File: config.mk
export PLATFORM = sky130hd
export DESIGN_NAME = mem_port_arbiter
export DESIGN_NICKNAME = d
export VERILOG_FILES = /design/src/rtl/mem_arb_pkg.sv /design/src/rtl/mem_arb_pick.sv /design/src/rtl/mem_port_arbiter.sv
export SDC_FILE = /design/constraint.sdc
export NUM_CORES = 1
export LEC_CHECK = 0
export ABC_CLOCK_PERIOD_IN_PS = 2200
export BUFFER_PORTS_ARGS = -buffer_cell sky130_fd_sc_hd__buf_2
export CELL_PAD_IN_SITES_DETAIL_PLACEMENT = 1
export CELL_PAD_IN_SITES_GLOBAL_PLACEMENT = 1
export CORE_AREA = 2 2 334 336
export DETAILED_ROUTE_END_ITERATION = 7
export DIE_AREA = 0 0 336 338
export PLACE_DENSITY_LB_ADDON = 0.15
export SYNTH_ARGS = -nofsm -noshare
export SYNTH_HDL_FRONTEND = slang
export SYNTH_SLANG_ARGS = --single-unit
File: constraint.sdc
create_clock -name clk -period 2.2 [get_ports clk]
set_clock_uncertainty 0.15 [all_clocks]
set_input_delay 0.22 -clock clk [delete_from_list [all_inputs] [get_ports clk]]
set_output_delay 0.22 -clock clk [all_outputs]
set_load 0.05 [all_outputs]
File: src/rtl/mem_arb_pkg.sv
// mem_arb_pkg
//   Shared types for the memory port arbiter: FSM state encoding, requester
//   identifiers and the request operation encoding, plus a helper that turns
//   a requester's read/write levels into one operation.
//   No ports (package).
package mem_arb_pkg;

  typedef enum logic [1:0] {
    ST_IDLE = 2'd0,
    ST_BUSY = 2'd1,
    ST_RESP = 2'd2
  } state_t;

  typedef enum logic {
    REQ_I = 1'b0,
    REQ_D = 1'b1
  } req_id_t;

  typedef enum logic [1:0] {
    OP_NONE  = 2'd0,
    OP_READ  = 2'd1,
    OP_WRITE = 2'd2
  } op_t;

  localparam int DEF_ADDR_W  = 28;
  localparam int DEF_DATA_W  = 128;
  localparam int DEF_TIMEOUT = 1023;

  // A requester raising read and write together is asking for a write.
  function automatic op_t decodeOp(input logic rd, input logic wr);
    op_t op;
    op = OP_NONE;
    if (wr)
      op = OP_WRITE;
    else if (rd)
      op = OP_READ;
    return op;
  endfunction

endpackage

File: src/rtl/mem_arb_pick.sv
// mem_arb_pick
//   Combinational winner select between the I-cache and D-cache requesters.
//   Configuration macro: MEM_ARB_RR_EN
//     defined   -> round-robin on a tie (winner is the side not granted last)
//     undefined -> fixed priority, D-cache wins a tie
//   A lone requester is always granted.
// Ports
//   i_iReq       in   I-cache has read or write pending
//   i_dReq       in   D-cache has read or write pending
//   i_lastGrant  in   requester granted most recently
//   o_valid      out  at least one requester pending
//   o_winner     out  selected requester (meaningful when o_valid)
module mem_arb_pick
  import mem_arb_pkg::*;
(
  input  logic    i_iReq,
  input  logic    i_dReq,
  input  req_id_t i_lastGrant,
  output logic    o_valid,
  output req_id_t o_winner
);

`ifndef MEM_ARB_RR_EN
  // Fixed priority has no use for the grant history.
  logic w_unusedLastGrant;
  assign w_unusedLastGrant = i_lastGrant;
`endif

  always_comb begin
    o_valid  = i_iReq | i_dReq;
    o_winner = REQ_D;
    if (i_iReq && !i_dReq) begin
      o_winner = REQ_I;
    end else if (i_dReq && !i_iReq) begin
      o_winner = REQ_D;
    end else if (i_iReq && i_dReq) begin
`ifdef MEM_ARB_RR_EN
      o_winner = (i_lastGrant == REQ_I) ? REQ_D : REQ_I;
`else
      o_winner = REQ_D;
`endif
    end
  end

endmodule

File: src/rtl/mem_port_arbiter.sv
// mem_port_arbiter
//   Shares one slow-memory line port between the I-cache and D-cache. One
//   access is forwarded at a time: IDLE latches the winner's request, BUSY
//   holds it on the memory port until mem_ready, RESP gives the winner a
//   one-cycle ready pulse with registered read data. A saturating watchdog
//   counts BUSY cycles and sets a sticky timeout flag (TIMEOUT=0 disables it).
//   Configuration macro: MEM_ARB_RR_EN (round-robin tie break, see mem_arb_pick).
// Ports
//   clk, rst_n                        clock, async active-low reset
//   i_read/i_write/i_addr/i_wdata     I-cache request (levels, held until i_ready)
//   i_rdata/i_ready                   I-cache read line and completion pulse
//   d_read/d_write/d_addr/d_wdata     D-cache request
//   d_rdata/d_ready                   D-cache read line and completion pulse
//   mem_read/mem_write/mem_addr/mem_wdata   to slow memory
//   mem_rdata/mem_ready               from slow memory
//   timeout_err                       sticky watchdog flag
module mem_port_arbiter
  import mem_arb_pkg::*;
#(
  parameter int ADDR_W  = DEF_ADDR_W,
  parameter int DATA_W  = DEF_DATA_W,
  parameter int TIMEOUT = DEF_TIMEOUT
) (
  input  logic              clk,
  input  logic              rst_n,
  input  logic              i_read,
  input  logic              i_write,
  input  logic [ADDR_W-1:0] i_addr,
  input  logic [DATA_W-1:0] i_wdata,
  output logic [DATA_W-1:0] i_rdata,
  output logic              i_ready,
  input  logic              d_read,
  input  logic              d_write,
  input  logic [ADDR_W-1:0] d_addr,
  input  logic [DATA_W-1:0] d_wdata,
  output logic [DATA_W-1:0] d_rdata,
  output logic              d_ready,
  output logic              mem_read,
  output logic              mem_write,
  output logic [ADDR_W-1:0] mem_addr,
  output logic [DATA_W-1:0] mem_wdata,
  input  logic [DATA_W-1:0] mem_rdata,
  input  logic              mem_ready,
  output logic              timeout_err
);

  localparam int CNT_W = (TIMEOUT > 0) ? $clog2(TIMEOUT + 1) : 1;
  localparam logic [CNT_W-1:0] CNT_MAX = CNT_W'(TIMEOUT);

  state_t            r_state;
  state_t            w_nextState;
  req_id_t           r_winner;
  req_id_t           r_lastGrant;
  logic              r_memRead;
  logic              r_memWrite;
  logic [ADDR_W-1:0] r_memAddr;
  logic [DATA_W-1:0] r_memWdata;
  logic [DATA_W-1:0] r_iRdata;
  logic [DATA_W-1:0] r_dRdata;
  logic              r_iReady;
  logic              r_dReady;
  logic [CNT_W-1:0]  r_waitCnt;
  logic              r_timeoutErr;

  logic              w_valid;
  req_id_t           w_winner;
  op_t               w_selOp;
  logic [ADDR_W-1:0] w_selAddr;
  logic [DATA_W-1:0] w_selWdata;

  mem_arb_pick u_pick (
    .i_iReq      (i_read | i_write),
    .i_dReq      (d_read | d_write),
    .i_lastGrant (r_lastGrant),
    .o_valid     (w_valid),
    .o_winner    (w_winner)
  );

  always_comb begin
    w_selOp    = OP_NONE;
    w_selAddr  = i_addr;
    w_selWdata = i_wdata;
    if (w_winner == REQ_D) begin
      w_selOp    = decodeOp(d_read, d_write);
      w_selAddr  = d_addr;
      w_selWdata = d_wdata;
    end else begin
      w_selOp    = decodeOp(i_read, i_write);
    end
  end

  always_comb begin
    w_nextState = r_state;
    case (r_state)
      ST_IDLE: if (w_valid)   w_nextState = ST_BUSY;
      ST_BUSY: if (mem_ready) w_nextState = ST_RESP;
      ST_RESP: w_nextState = ST_IDLE;
      default: w_nextState = ST_IDLE;
    endcase
  end

  always_ff @(posedge clk or negedge rst_n) begin
    if (!rst_n)
      r_state <= ST_IDLE;
    else
      r_state <= w_nextState;
  end

  // Ready pulses default low every cycle, so a pulse set on the BUSY->RESP
  // edge lasts exactly the RESP cycle. mem_ready is only looked at in BUSY.
  always_ff @(posedge clk or negedge rst_n) begin
    if (!rst_n) begin
      r_winner     <= REQ_I;
      r_lastGrant  <= REQ_I;
      r_memRead    <= 1'b0;
      r_memWrite   <= 1'b0;
      r_memAddr    <= '0;
      r_memWdata   <= '0;
      r_iRdata     <= '0;
      r_dRdata     <= '0;
      r_iReady     <= 1'b0;
      r_dReady     <= 1'b0;
      r_waitCnt    <= '0;
      r_timeoutErr <= 1'b0;
    end else begin
      r_iReady <= 1'b0;
      r_dReady <= 1'b0;
      case (r_state)
        ST_IDLE: begin
          if (w_valid) begin
            r_winner    <= w_winner;
            r_lastGrant <= w_winner;
            r_memRead   <= (w_selOp == OP_READ);
            r_memWrite  <= (w_selOp == OP_WRITE);
            r_memAddr   <= w_selAddr;
            r_memWdata  <= w_selWdata;
            r_waitCnt   <= '0;
          end
        end
        ST_BUSY: begin
          if (r_waitCnt != CNT_MAX)
            r_waitCnt <= r_waitCnt + 1'b1;
          if (TIMEOUT != 0 && r_waitCnt == CNT_MAX - 1'b1)
            r_timeoutErr <= 1'b1;
          if (mem_ready) begin
            r_memRead  <= 1'b0;
            r_memWrite <= 1'b0;
            if (r_winner == REQ_D) begin
              r_dReady <= 1'b1;
              if (r_memRead)
                r_dRdata <= mem_rdata;
            end else begin
              r_iReady <= 1'b1;
              if (r_memRead)
                r_iRdata <= mem_rdata;
            end
          end
        end
        default: begin
        end
      endcase
    end
  end

  assign mem_read    = r_memRead;
  assign mem_write   = r_memWrite;
  assign mem_addr    = r_memAddr;
  assign mem_wdata   = r_memWdata;
  assign i_rdata     = r_iRdata;
  assign d_rdata     = r_dRdata;
  assign i_ready     = r_iReady;
  assign d_ready     = r_dReady;
  assign timeout_err = r_timeoutErr;

endmodule
* Yosys cells after proc, flatten, opt, wreduce, memory -nomap -nowiden
Index checks and enable logic that the tools add are counted.
Word-level totals: register bits after elaboration 430, input bits 447, output and inout bits 417, word-level logic and storage cells 61
Cells by class: $add $sub $neg 1, equality and inequality tests 8, multiplexer cells 25, bitwise logic cells 4, reductions and logical operators 11
Operators by type and width (number):
- two-way mux 128 bit | 1
- two-way mux 28 bit | 1
- two-way mux 10 bit | 2
- one-hot mux 10 bit (2 select lines) | 1
- two-way mux 1 bit | 12
- adder 10 x 1 -> 10 bit (second input constant) | 1
- == test 10 bit (second input constant) | 1
- two-way mux 2 bit | 5
- != test 10 bit (second input constant) | 1
- AND reduction 4 bit | 2
- AND reduction 2 bit | 3
- AND reduction 3 bit | 2
- == test 2 x 1 -> 1 bit (second input constant) | 2
- != test 2 bit (second input constant) | 2
- one-hot mux 1 bit (2 select lines) | 2
- one-hot mux 2 bit (2 select lines) | 1
- bitwise OR 1 bit | 3
- == test 2 bit (second input constant) | 1
- zero test 2 bit | 1
- != test 2 x 1 -> 1 bit (second input constant) | 1
- nonzero test 2 bit | 1
- logical AND 1 bit | 1
- zero test 1 bit | 1
- NOT 1 bit | 1

* Logic depth before layout (Yosys ltp)
depth after elaboration 7, mapped depth 7, gate-level depth less buffers 4

* By module
Synthesis repeated with hierarchy kept, for this count alone.
Unflattened totals: cells, all modules 1316, area, all modules 18012.3 µm²
By module, submodules not included:
- mem_port_arbiter | times used 1, cells each 1314, area an instance 17999.8 µm², seq. area each 10760.3 µm²
- mem_arb_pick | times used 1, cells each 2, area an instance 12.5 µm², seq. area each 0.0 µm²

* Least setup slack after synthesis
No wires, ideal clock.
path type reg2reg, start point register r_state[0], end point register r_dRdata[100], in the netlist d_rdata[100], data arrival time 1.511 ns, data required time 1.925 ns, path slack 0.414 ns, cell stages (with the launch flop) 7, period minus slack after synthesis 1.786 ns, cell sequence dfrtp_1 -> and2b_1 -> and3_1 -> nand2_2 -> buf_6 -> buf_6 -> mux2_4
On the way: word-level cells in the longest chain between the ends 2
RTL lines:
- start: declaration | line mem_port_arbiter.sv:50 | state_t r_state;
- start signal: assignment | line mem_port_arbiter.sv:106 | r_state <= w_nextState;
- == test 2 x 1 -> 1 bit | line mem_port_arbiter.sv:128 | case (r_state)
- AND reduction 4 bit (no source line)
- end signal: assignment | line mem_port_arbiter.sv:151 | r_dRdata <= mem_rdata;
- end: declaration | line mem_port_arbiter.sv:59 | logic [DATA_W-1:0] r_dRdata;
Every way passes these cells. A chain may end at the register's enable or synchronous reset.

* Worst setup path after layout
start point register r_state[1], end point register r_dRdata[97], in the netlist d_rdata[97]
Same word-level chain as after synthesis.

==> impl_metrics.env <==
export IMPL_cts_max_level=2
export IMPL_timing_worst_setup_path_type="flip-flop to flip-flop"
export IMPL_crit_arrival_ns=2.34
export IMPL_crit_path_cell_trace="and2b_1 > and3_1 > nand2_8 > buf_12 > mux2_4"
export IMPL_ios=864
export IMPL_final_core_util_pct=28.0
export IMPL_clk_pin_slew_ns=0.06
export IMPL_die_height_um=338
export IMPL_synthXorXnorAreaFrac_pct=0.0963
export IMPL_core_area_um2=110000
export IMPL_num_nets_final=3120
export IMPL_synth_cells=1309
export IMPL_synth_top_flop_cell="sky130_fd_sc_hd__dfrtp_1"
export IMPL_die_area_um2=114000
export IMPL_timing_critical_path_max_delay_family="simple AND/OR/NAND/NOR gates"
export IMPL_clk_root_buffer_cell="sky130_fd_sc_hd__clkbuf_16"
export IMPL_areaGrowthSynthToFinish_pct=69.6
export IMPL_via_per_inst=3.72
export IMPL_synth_top_family_by_area="multiplexers"
export IMPL_num_vias=15600
export IMPL_clkLatencyLatePin_ns=0.64
export IMPL_total_leakage_power_uw=0.0156
export IMPL_period_utilization_pct=90.0
export IMPL_first_global_vias=17700
export IMPL_maxSlewHeadroom_pct=55.3
export IMPL_hpwl_um=58000
export IMPL_drive_gt1_share_pct=45.4
export IMPL_first_pass_iters=4
export IMPL_ys_top_cells_by_area="sky130_fd_sc_hd__dfrtp_1 (59%), sky130_fd_sc_hd__mux2_4 (11%), sky130_fd_sc_hd__mux2i_1 (8.6%)"
export IMPL_cp_required_ns=2.56
export IMPL_synth_adder_area_share_pct=0.138
export IMPL_max_cap_violations=0
export IMPL_syn_avg_cell_area_um2=13.9
export IMPL_synth_top_cells_by_count="sky130_fd_sc_hd__dfrtp_1 (430), sky130_fd_sc_hd__nand2_1 (165), sky130_fd_sc_hd__mux2i_1 (157)"
export IMPL_grt_remaining_overflow=0
export IMPL_layout_cell_area_non_filler_um2=30800
export IMPL_post_synth_edffs=0
export IMPL_post_synth_top_count_cell="sky130_fd_sc_hd__dfrtp_1"
export IMPL_synth_mux_area_share_pct=27.2
export IMPL_post_place_cells=3657
export IMPL_ff_latch_count_synth=430
export IMPL_critical_path_max_stage_delay_ns=0.38
export IMPL_synth_cell_types=43
export IMPL_holdCritPathClass="input pin to flip-flop"
export IMPL_vdd_ir_drop_worst_mv=0.728
export IMPL_synth_simple_area_share_pct=4.28
export IMPL_yosysWarnings=0
export IMPL_cts_repair_timing_setup_buffer_count=0
export IMPL_effective_utilization_at_floorplan_pct=16.5
export IMPL_antenna_violating_nets_post_route=0
export IMPL_timing_max_transition_violations_final=0
export IMPL_yosysTopAreaCellShare_pct=59.2
export IMPL_cts_inserted_buffers=55
export IMPL_tritoncts_clock_tree="built"
export IMPL_timing_hold_ws_ns=0.0298
export IMPL_synth_compound_area_share_pct=5.26
export IMPL_layout_cells_non_filler=4202
export IMPL_cp_max_fo=19
export IMPL_wl_um=75700
export IMPL_synth_nets=1758
export IMPL_largest_net_degree_at_the_start_of_global_routing=62
export IMPL_ys_async_sr_fraction_pct=100
export IMPL_crit_path_end_kind="flip-flop"
export IMPL_globalplace_congestion=0.764
export IMPL_drtIter0Drc=400
export IMPL_setup_violations_final=0
export IMPL_hold_violations=0
export IMPL_drc=0
export IMPL_wire_length_of_the_first_global_routing_pass_um=112000
export IMPL_portBuffers=863
export IMPL_die_w_um=336
export IMPL_yosys_area_top_type="sky130_fd_sc_hd__dfrtp_1"
export IMPL_layout_min_cycle_time_ns=1.98
export IMPL_crit_buf_inv=1
export IMPL_globalRouteTotalUtil_pct=12.9
export IMPL_status="finished, final reports clean"
export IMPL_rsz_0062_raised_after_global_routing="no"
export IMPL_power_density_nw_per_um2=1440
export IMPL_tightestPinTransition_ns=0.670
export IMPL_post_dp_cell_area_um2=24600
export IMPL_worst_path_max_delay_cell="sky130_fd_sc_hd__dfrtp_1"
export IMPL_critical_path_startpoint_type="flip-flop"
export IMPL_seq_area_frac_synth_pct=59.2
export IMPL_cts_max_path_buffers=3
export IMPL_number_of_clock_sinks_seen_by_cts=430
export IMPL_grt_antenna_before_repair=5
export IMPL_average_wire_length_per_cell_after_detail_routing_um=18.0
export IMPL_maxClockFrequency_mhz=505
export IMPL_post_synth_instance_area_um2=18200
export IMPL_num_rows=122
[path summary, 6_finish.rpt]
check,startpoint,end,slack (ns),cells after the start
setup reg to reg,r_state[1],d_rdata[97],0.22,5
hold / removal,i_wdata[59],mem_wdata[59],0.03,4
setup / recovery,r_state[1],d_rdata[97],0.22,5
hold reg to reg,timeout_err,timeout_err,0.33,1
max in group asynchronous,rst_n,i_rdata[75],0.39,4
min in group asynchronous,rst_n,d_rdata[75],0.59,3
[sequential cells by signal, indices dropped and copies added, names as in the netlist, 2 cells and up]
signal,flops
d_rdata,128
i_rdata,128
mem_wdata,128
mem_addr,28
r_waitCnt,10
r_state,2
[worst reg2reg max path, stage by stage, from the launching register on]
cell and delay (ns):
sky130_fd_sc_hd__dfrtp_1 0.38, sky130_fd_sc_hd__and2b_1 0.22, sky130_fd_sc_hd__and3_1 0.29, sky130_fd_sc_hd__nand2_8 0.22
sky130_fd_sc_hd__buf_12 0.28, sky130_fd_sc_hd__mux2_4 0.33
[cells in the final DEF, fill, tap and decap left out, types with 3 or more instances in the layout]
master / n
sky130_fd_sc_hd__clkinv_2: 4
sky130_fd_sc_hd__diode_2: 5
sky130_fd_sc_hd__and3_1: 4
sky130_fd_sc_hd__dlygate4sd3_1: 445
sky130_fd_sc_hd__nand4_1: 3
sky130_fd_sc_hd__a31oi_1: 4
sky130_fd_sc_hd__buf_2: 862
sky130_fd_sc_hd__nand2_1: 163
sky130_fd_sc_hd__mux2_4: 130
sky130_fd_sc_hd__dfrtp_1: 430
sky130_fd_sc_hd__nor2_1: 4
sky130_fd_sc_hd__clkbuf_16: 55
sky130_fd_sc_hd__buf_12: 22
sky130_fd_sc_hd__inv_1: 4
sky130_fd_sc_hd__clkbuf_1: 21
sky130_fd_sc_hd__mux2_1: 52
sky130_fd_sc_hd__clkbuf_8: 7
sky130_fd_sc_hd__o21ai_0: 124
sky130_fd_sc_hd__mux2_2: 75
sky130_fd_sc_hd__mux2i_1: 157
sky130_fd_sc_hd__a21oi_1: 5
sky130_fd_sc_hd__nand3_1: 5
sky130_fd_sc_hd__buf_4: 59
sky130_fd_sc_hd__o21ai_1: 34
sky130_fd_sc_hd__bufinv_16: 3
[what timing repair did]
| action | 4_1_cts | 5_1_grt |
|---|---|---|
| hold buffers | 445 | 0 |
| gates resized for setup | 0 | 0 |
| endpoints found under the hold margin | 831 | 0 |
| endpoints found under the setup margin | 0 | 0 |
[metal layers]
metal  share of wire [%]  GRT usage, %
met1                  39          14.5
met2                  51          23.3
met3                 7.2          3.92
met4                 3.0          4.05
met5                   0             0
[power breakdown]
| group | switching, µW | total [µW] | internal (µW) |
|---|---|---|---|
| logic | 16600 | 22600 | 6000 |
| clock network | 3660 | 8880 | 5220 |
| registers | 1850 | 13100 | 11200 |
[final cells by class]
type                       instances  area, µm²
multi-input combinational        791       6770
tap                             1488       1860
clock buffer                      83       1550
antenna                            5       12.5
sequential                       430      10800
fill                           12400      79200
timing repair buffer            1389       9670
clock inverter                    12        206
inverter                           4       15.0
[per-stage QoR]
| step | setup TNS, ns | worst slack (ns) | power (µW) |
|---|---|---|---|
| 2_1_floorplan | 0 | 0.414 | 28700 |
| 3_3_place_gp | -0.398 | -0.226 | 35200 |
| 3_5_place_dp | -0.447 | -0.232 | 35400 |
| 4_1_cts | 0 | 0.166 | 45400 |
| 5_1_grt | 0 | 0.0710 | 46900 |
| 6_report | 0 | 0.220 | 44600 |
[cells by family (layout without fill, tap and decap cells)]
logic type | Yosys count | count (layout)
compound gates | 181 | 181
xor+xnor | 2 | 2
fa+ha+maj | 2 | 2
buf+inv | 88 | 1488
flops | 430 | 430
mux | 414 | 414
other cells | 0 | 5
simple gates | 192 | 192
Note: power is estimated with default switching activity, not from simulation.
